### config.mk
export PLATFORM = sky130hd
export DESIGN_NAME = cpu_sequencer
export DESIGN_NICKNAME = d
export VERILOG_FILES = /design/src/rtl/cpu_sequencer_pkg.sv /design/src/rtl/cpu_sequencer_step_counter.sv /design/src/rtl/cpu_sequencer.sv
export SDC_FILE = /design/constraint.sdc
export NUM_CORES = 1
export LEC_CHECK = 0
export CAP_MARGIN = 20
export CORE_AREA = 2 2 69 71
export DETAILED_ROUTE_END_ITERATION = 10
export DIE_AREA = 0 0 71 73
export DONT_BUFFER_PORTS = 1
export PLACE_DENSITY = 0.72
export SLEW_MARGIN = 25
export SYNTH_ARGS = -nofsm -noshare
export SYNTH_HDL_FRONTEND = slang
export SYNTH_SLANG_ARGS = --single-unit
### constraint.sdc
create_clock -name clk -period 1.41 [get_ports clk]
set_input_delay 0.0705 -clock clk [delete_from_list [all_inputs] [get_ports clk]]
set_output_delay 0.0705 -clock clk [all_outputs]
set_load 0.01 [all_outputs]
### src/rtl/cpu_sequencer_pkg.sv
// rtl/cpu_sequencer_pkg.sv - shared control-word layout and sequencer state encoding
package cpu_sequencer_pkg;

  localparam int SIG_WIDTH = 42;

  localparam int IR_LOAD  = 39;
  localparam int STEP_RST = 40;
  localparam int HALT     = 41;

  typedef enum logic {
    RUN    = 1'b0,
    HALTED = 1'b1
  } seq_state_t;

endpackage

### src/rtl/cpu_sequencer_step_counter.sv
// rtl/cpu_sequencer_step_counter.sv - modulo-STEPS microstep counter with enable and sync clear
module cpu_sequencer_step_counter #(
  parameter int STEP_W = 3,
  parameter int STEPS  = 8
) (
  input  logic              clk,
  input  logic              rst,
  input  logic              en,
  input  logic              clr,
  output logic [STEP_W-1:0] step
);

  localparam logic [STEP_W-1:0] LAST = STEP_W'(STEPS - 1);

  // Wrap at STEPS-1 rather than at the natural 2**STEP_W rollover
  always_ff @(posedge clk or posedge rst) begin
    if (rst)
      step <= '0;
    else if (clr)
      step <= '0;
    else if (en)
      step <= (step == LAST) ? '0 : step + 1'b1;
  end

endmodule

### src/rtl/cpu_sequencer.sv
// rtl/cpu_sequencer.sv - microcode sequencer: IR, microstep and RUN/HALTED control word generator
module cpu_sequencer
  import cpu_sequencer_pkg::*;
#(
  parameter int               DATA_W       = 8,
  parameter int               OPC_W        = 8,
  parameter int               STEP_W       = 3,
  parameter int               STEPS        = 8,
  parameter int               SIG_W        = SIG_WIDTH,
  parameter logic [SIG_W-1:0] SIG_IDLE     = '0,
  parameter int               IR_LOAD_BIT  = IR_LOAD,
  parameter int               STEP_RST_BIT = STEP_RST,
  parameter int               HALT_BIT     = HALT
) (
  input  logic                    clk,
  input  logic                    reset,
  input  logic [DATA_W-1:0]       bus_in,
  input  logic                    mem_wait,
  input  logic                    run,
  output logic [OPC_W+STEP_W-1:0] ucode_addr,
  input  logic [SIG_W-1:0]        ucode_word,
  output logic [SIG_W-1:0]        signals,
  output logic [OPC_W-1:0]        ir,
  output logic [STEP_W-1:0]       step,
  output logic                    halted
);

  seq_state_t state;
  logic       advance;
  logic       resume;
  logic       step_clr;

  assign advance  = (state == RUN) && !mem_wait;
  assign resume   = (state == HALTED) && run;
  // Halting also parks the step at 0 so resume restarts the current instruction
  assign step_clr = advance && (signals[STEP_RST_BIT] || signals[HALT_BIT]);

  assign ucode_addr = {ir, step};

  cpu_sequencer_step_counter #(
    .STEP_W(STEP_W),
    .STEPS (STEPS)
  ) u_step_counter (
    .clk (clk),
    .rst (reset),
    .en  (advance || resume),
    .clr (step_clr),
    .step(step)
  );

  always_ff @(posedge clk or posedge reset) begin
    if (reset) begin
      state   <= RUN;
      signals <= SIG_IDLE;
      ir      <= '0;
      halted  <= 1'b0;
    end else begin
      case (state)
        RUN: begin
          if (!mem_wait) begin
            if (signals[IR_LOAD_BIT])
              ir <= bus_in[OPC_W-1:0];
            if (signals[HALT_BIT]) begin
              state   <= HALTED;
              halted  <= 1'b1;
              signals <= SIG_IDLE;
            end else begin
              signals <= ucode_word;
            end
          end
        end
        HALTED: begin
          if (run) begin
            state   <= RUN;
            halted  <= 1'b0;
            signals <= ucode_word;
          end
        end
        default: state <= RUN;
      endcase
    end
  end

endmodule

### After elaboration in Yosys (flattened, before gate mapping)

Index checks and enable logic that the tools add are counted.

| word-level totals | value |
|---|---|
| bits in registers | 55 |
| input port bits | 54 |
| output and inout port bits | 65 |
| logic and storage cells | 37 |

| cells by class | value |
|---|---|
| add/sub/neg operators | 1 |
| eq/ne operators | 4 |
| multiplexer cells | 15 |
| bitwise operators | 2 |
| reduce and logical (&&, ||, !) cells | 10 |

Operator list:

| operator | number |
|---|---|
| 2-to-1 mux 42 bit | 3 |
| one-hot mux 42 bit (2 select lines) | 1 |
| 2-to-1 mux 3 bit | 3 |
| 2-to-1 mux 1 bit | 6 |
| inequality test 2 bit (second input constant) | 3 |
| AND reduction 3 bit | 2 |
| one-hot mux 1 bit (2 select lines) | 2 |
| adder 3 x 1 -> 3 bit (second input constant) | 1 |
| == test 3 bit (second input constant) | 1 |
| logical AND 1 bit | 3 |
| logical OR 1 bit | 2 |
| inverter 1 bit | 2 |
| AND reduction 2 bit | 1 |
| nonzero test 2 bit | 1 |
| zero test 1 bit | 1 |

### Longest topological paths before layout

| logic depth | value |
|---|---|
| word-level depth | 5 |
| mapped depth | 5 |
| mapped depth without buffers | 4 |

### Modules after synthesis

From an unflattened synthesis, not the netlist that was laid out.

| unflattened totals | value |
|---|---|
| cell total of the unflattened synthesis | 204 |
| area, all modules | 2517.4 µm² |

By module, submodules not included:

| module | instances | cells an instance | area an instance (µm²) |
|---|---|---|---|
| cpu_sequencer | 1 | 191 | 2362.3 |
| cpu_sequencer_step_counter | 1 | 13 | 155.1 |

### Least setup slack after synthesis

No wires, ideal clock.

| path | value |
|---|---|
| path kind | flip-flop to flip-flop |
| start point | reg state |
| end point | reg ir[0] |
| setup time | 0.125 ns |
| arrival time | 1.179 ns |
| required time | 1.285 ns |
| slack | 0.105 ns |
| stages on the path, launching flop included | 5 |
| path buffers | 1 |
| period minus slack after synthesis | 1.305 ns |
| path through | dfrtp_1 nor2_1 and2_1 buf_6 mux2_4 |

| between the ends | value |
|---|---|
| word-level cells in the longest chain between the ends | 2 |

RTL lines:

| what | line | text |
|---|---|---|
| start, declared | cpu_sequencer.sv:28 | `seq_state_t state;` |
| start signal, assigned | cpu_sequencer.sv:53 | `state <= RUN;` |
| start signal, assigned | cpu_sequencer.sv:64 | `state <= HALTED;` |
| start signal, assigned | cpu_sequencer.sv:74 | `state <= RUN;` |
| inverter 1 bit (no source line) | n/a |  |
| AND reduction 3 bit (no source line) | n/a |  |
| end signal, assigned | cpu_sequencer.sv:62 | `ir <= bus_in[OPC_W-1:0];` |
| end, declared | cpu_sequencer.sv:23 | `output logic [OPC_W-1:0] ir,` |

Every way passes these cells.
A chain may end at the register's enable or synchronous reset.

### Final worst setup path

| path | value |
|---|---|
| start point | reg state |
| end point | reg signals[2] |

| between the ends | value |
|---|---|
| word-level cells in the longest chain between the ends | 3 |
| elaborated cells on any way between the ends | 5 |
| those cells by class | eq/ne: 2; mux: 1; bitwise: 1; reduce/logical: 1 |

RTL lines:

| what | line | text |
|---|---|---|
| inverter 1 bit (no source line) | n/a |  |
| inequality test 2 bit (no source line) | n/a |  |
| AND reduction 2 bit (no source line) | n/a |  |
| end signal, assigned | cpu_sequencer.sv:68 | `signals <= ucode_word;` |
| end signal, assigned | cpu_sequencer.sv:76 | `signals <= ucode_word;` |
| end, declared | cpu_sequencer.sv:22 | `output logic [SIG_W-1:0] signals,` |

Several ways; a longest one is shown, not always the timed one.

==> results.sh <==
export IMPL_rows=25
export IMPL_insertion_delay_ns=0.29
export IMPL_wl_per_cell_um=16.92
export IMPL_worstRegToRegCells=4
export IMPL_yosys_cell_types_count=20
export IMPL_vias=1861
export IMPL_synthesis_area_sq_um=2390
export IMPL_rsz0062_at_grt="false"
export IMPL_avgViaCountPerCell=5.522
export IMPL_fillers=344
export IMPL_synth_net_count=294
export IMPL_cts_root_buf="clkbuf_8"
export IMPL_relSlewSlack_pct=70.24
export IMPL_worst_pin_slew_ns=0.4455
export IMPL_outcome="finished, final reports clean"
export IMPL_min_path_type="input pin to flop"
export IMPL_antenna_cells=0
export IMPL_max_cap_violations=0
export IMPL_p_per_area_nw_per_um2=2023
export IMPL_path_class="flop to flop"
export IMPL_pin_count=119
export IMPL_initial_utilization_pct=52.69
export IMPL_postRouteAntennaNets=0
export IMPL_final_max_slew_viol_count=0
export IMPL_syn_area_per_cell_sq_um=10.04
export IMPL_period_needed_ns=1.306
export IMPL_io_buffers=0
export IMPL_crit_path_top_delay_cell="dfrtp_2"
export IMPL_path_cells="or2_1, buf_12, nand3_1, o21ai_0"
export IMPL_fin_hold_ws_ns=0.07804
export IMPL_synth_seq_cells=55
export IMPL_startpoint_type="flop"
export IMPL_leakagePower_nw=1.428
export IMPL_vdd_drop_max_mv=0.8414
export IMPL_core_area_sq_um=4536
export IMPL_drtPass1Iterations=4
export IMPL_max_stage_delay_ns=0.46
export IMPL_die_area_sq_um=5183
export IMPL_grt_max_degree=43
export IMPL_post_route_period_util_pct=92.65
export IMPL_place_area_sq_um=2464
export IMPL_clkTransAtPathRegs_ns=0.09
export IMPL_finalHoldViolCount=0
export IMPL_drc=0
export IMPL_drive_gt1_share_pct=12.37
export IMPL_multi_input_area_sq_um=835.8
export IMPL_grt_overflow_total=0
export IMPL_place_congestion=0.7183
export IMPL_yosys_warnings=0
export IMPL_layout_nets=338
export IMPL_hold_depth=4
export IMPL_cts_buffers=5
export IMPL_syn2layout_area_growth_pct=29.21
export IMPL_hpwl_mm=3.426
export IMPL_clock_skew_ns=0.004672
export IMPL_grt_usage_pct=22.36
export IMPL_regArea_sq_um=1378
export IMPL_grt_pass1_vias=1866
export IMPL_crit_fanout=30
export IMPL_netlist_instances=238
export IMPL_required_ns=1.58
export IMPL_routed_wl_mm=5.701
export IMPL_fin_tns_setup_ns=0
export IMPL_grt_pass1_wl_mm=9.039
export IMPL_die_h_um=73
export IMPL_setup_violations=0
export IMPL_crit_arrival_ns=1.48
export IMPL_fmax_mhz=765.5
export IMPL_clockBufferDepth=2
export IMPL_final_cell_area_sq_um=3088
export IMPL_synth_seq_area_share_pct=57.59
export IMPL_h_tree_depth=2
export IMPL_clkSinkCount=55
export IMPL_fp_dieW_um=71
export IMPL_end_kind="flop"
export IMPL_antenna_found_initial=0
export IMPL_drt_iter0_markers=100
export IMPL_cts_tree="yes"
[final cells by class]
| class | count | share of cell area, % |
|---|---|---|
| tap | 54 | 2.188 |
| clock buffer | 8 | 3.241 |
| inverter | 2 | 0.3647 |
| timing repair buffer | 67 | 22.53 |
| sequential | 55 | 44.61 |
| multi-input combinational | 151 | 27.07 |
[cells by family (layout without fill, tap and decap cells)]
group | Yosys count | count (layout) | share of synthesized area (%)
AO/OA/AOI/OAI | 48 | 48 | 11.36
flip-flops | 55 | 55 | 57.59
AND/OR/NAND/NOR | 93 | 93 | 17.12
buffers and inverters | 32 | 77 | 7.853
adder cells (fa/ha/maj) | 2 | 2 | 1.047
multiplexers | 8 | 8 | 5.026
[path summary, 6_finish.rpt]
path,start,endpoint,slack [ns]
setup / recovery,state$_DFF_PP0_,signals[2]$_DFFE_PP0P_,0.10
min in group asynchronous,reset,ir[5]$_DFFE_PP0P_,0.25
setup reg to reg,state$_DFF_PP0_,signals[2]$_DFFE_PP0P_,0.10
hold reg to reg,halted$_DFFE_PP0P_,halted$_DFFE_PP0P_,0.57
hold / removal,mem_wait,halted$_DFFE_PP0P_,0.08
max in group asynchronous,reset,state$_DFF_PP0_,0.65
[layout by cell type (no fill, tap or decap), drive strengths merged]
| master | instances |
|---|---|
| clkinvlp | 1 |
| inv | 1 |
| a22o | 3 |
| a21oi | 1 |
| mux2 | 8 |
| nor2 | 2 |
| o21ai | 43 |
| nand3 | 42 |
| o31ai | 1 |
| dlygate4sd3 | 52 |
| and2 | 1 |
| or2 | 1 |
| dfrtp | 55 |
| nand2 | 46 |
| clkbuf | 8 |
| nand2b | 1 |
| ha | 2 |
| buf | 15 |
[repair_timing]
item | CTS | global route
endpoints found under the setup margin | 0 | 50
setup buffers | 0 | 0
hold endpoints to repair | 70 | 0
gates resized for setup | 0 | 4
hold buffers | 52 | 0
[power by group]
part / switching [mW] / leakage [nW] / total, mW / internal, mW
logic: 1.07 / 0.690 / 2.05 / 0.973
clock network: 0.471 / 0.0515 / 0.920 / 0.449
registers: 0.980 / 0.686 / 3.28 / 2.30
[flip-flops by register name, indices dropped and copies added, names as in the netlist]
name                 flops
halted                   1
ir                       8
signals                 42
state                    1
u_step_counter.step      3
[worst max-delay path, delay by kind of cell (launching register included)]
kind / cells / cell delay [ns]
DFF: 1 / 0.46
and+or+nand+nor: 2 / 0.43
buffers and inverters: 1 / 0.20
AOI/OAI and AO/OA: 1 / 0.10
[metal layers]
layer	vias up	wire, um	share of wire, %	global-route usage, %
li1	876	-	-	-
met5	-	0	0	0
met1	892	2189	38	26.27
met3	11	335	5.9	4.972
met4	0	134	2.4	8.386
met2	82	3041	53	40.19
[synthesized netlist by cell type]
master / instances / area [sq um]
a21oi_2: 1 / 8.760
a22o_1: 3 / 26.28
and2_1: 1 / 6.260
buf_2: 13 / 65.06
buf_4: 11 / 82.58
buf_6: 1 / 11.26
clkbuf_1: 3 / 11.26
clkbuf_2: 2 / 10.01
dfrtp_1: 55 / 1376
ha_1: 2 / 25.02
inv_1: 2 / 7.510
mux2_4: 8 / 120.1
nand2_1: 46 / 172.7
nand2b_1: 1 / 6.260
nand3_1: 42 / 210.2
nor2_1: 2 / 7.510
o21ai_0: 37 / 185.2
o21ai_1: 6 / 30.03
o31ai_4: 1 / 21.27
or2_1: 1 / 6.260
[through the flow]
step / std cells / utilization, % / total power, mW / setup slack, ns
after floorplan: 238 / - / 4.770 / 0.1055
after global placement: 277 / 54.32 / 5.152 / 0.1137
after detailed placement: 277 / 54.32 / 5.238 / 0.05653
after CTS: 337 / 68.00 / 6.279 / 0.05270
after global routing: 337 / 68.08 / 6.713 / 0.0006517
final: 337 / 68.08 / 6.247 / 0.1036
Note: power is estimated with default switching activity, not from simulation.
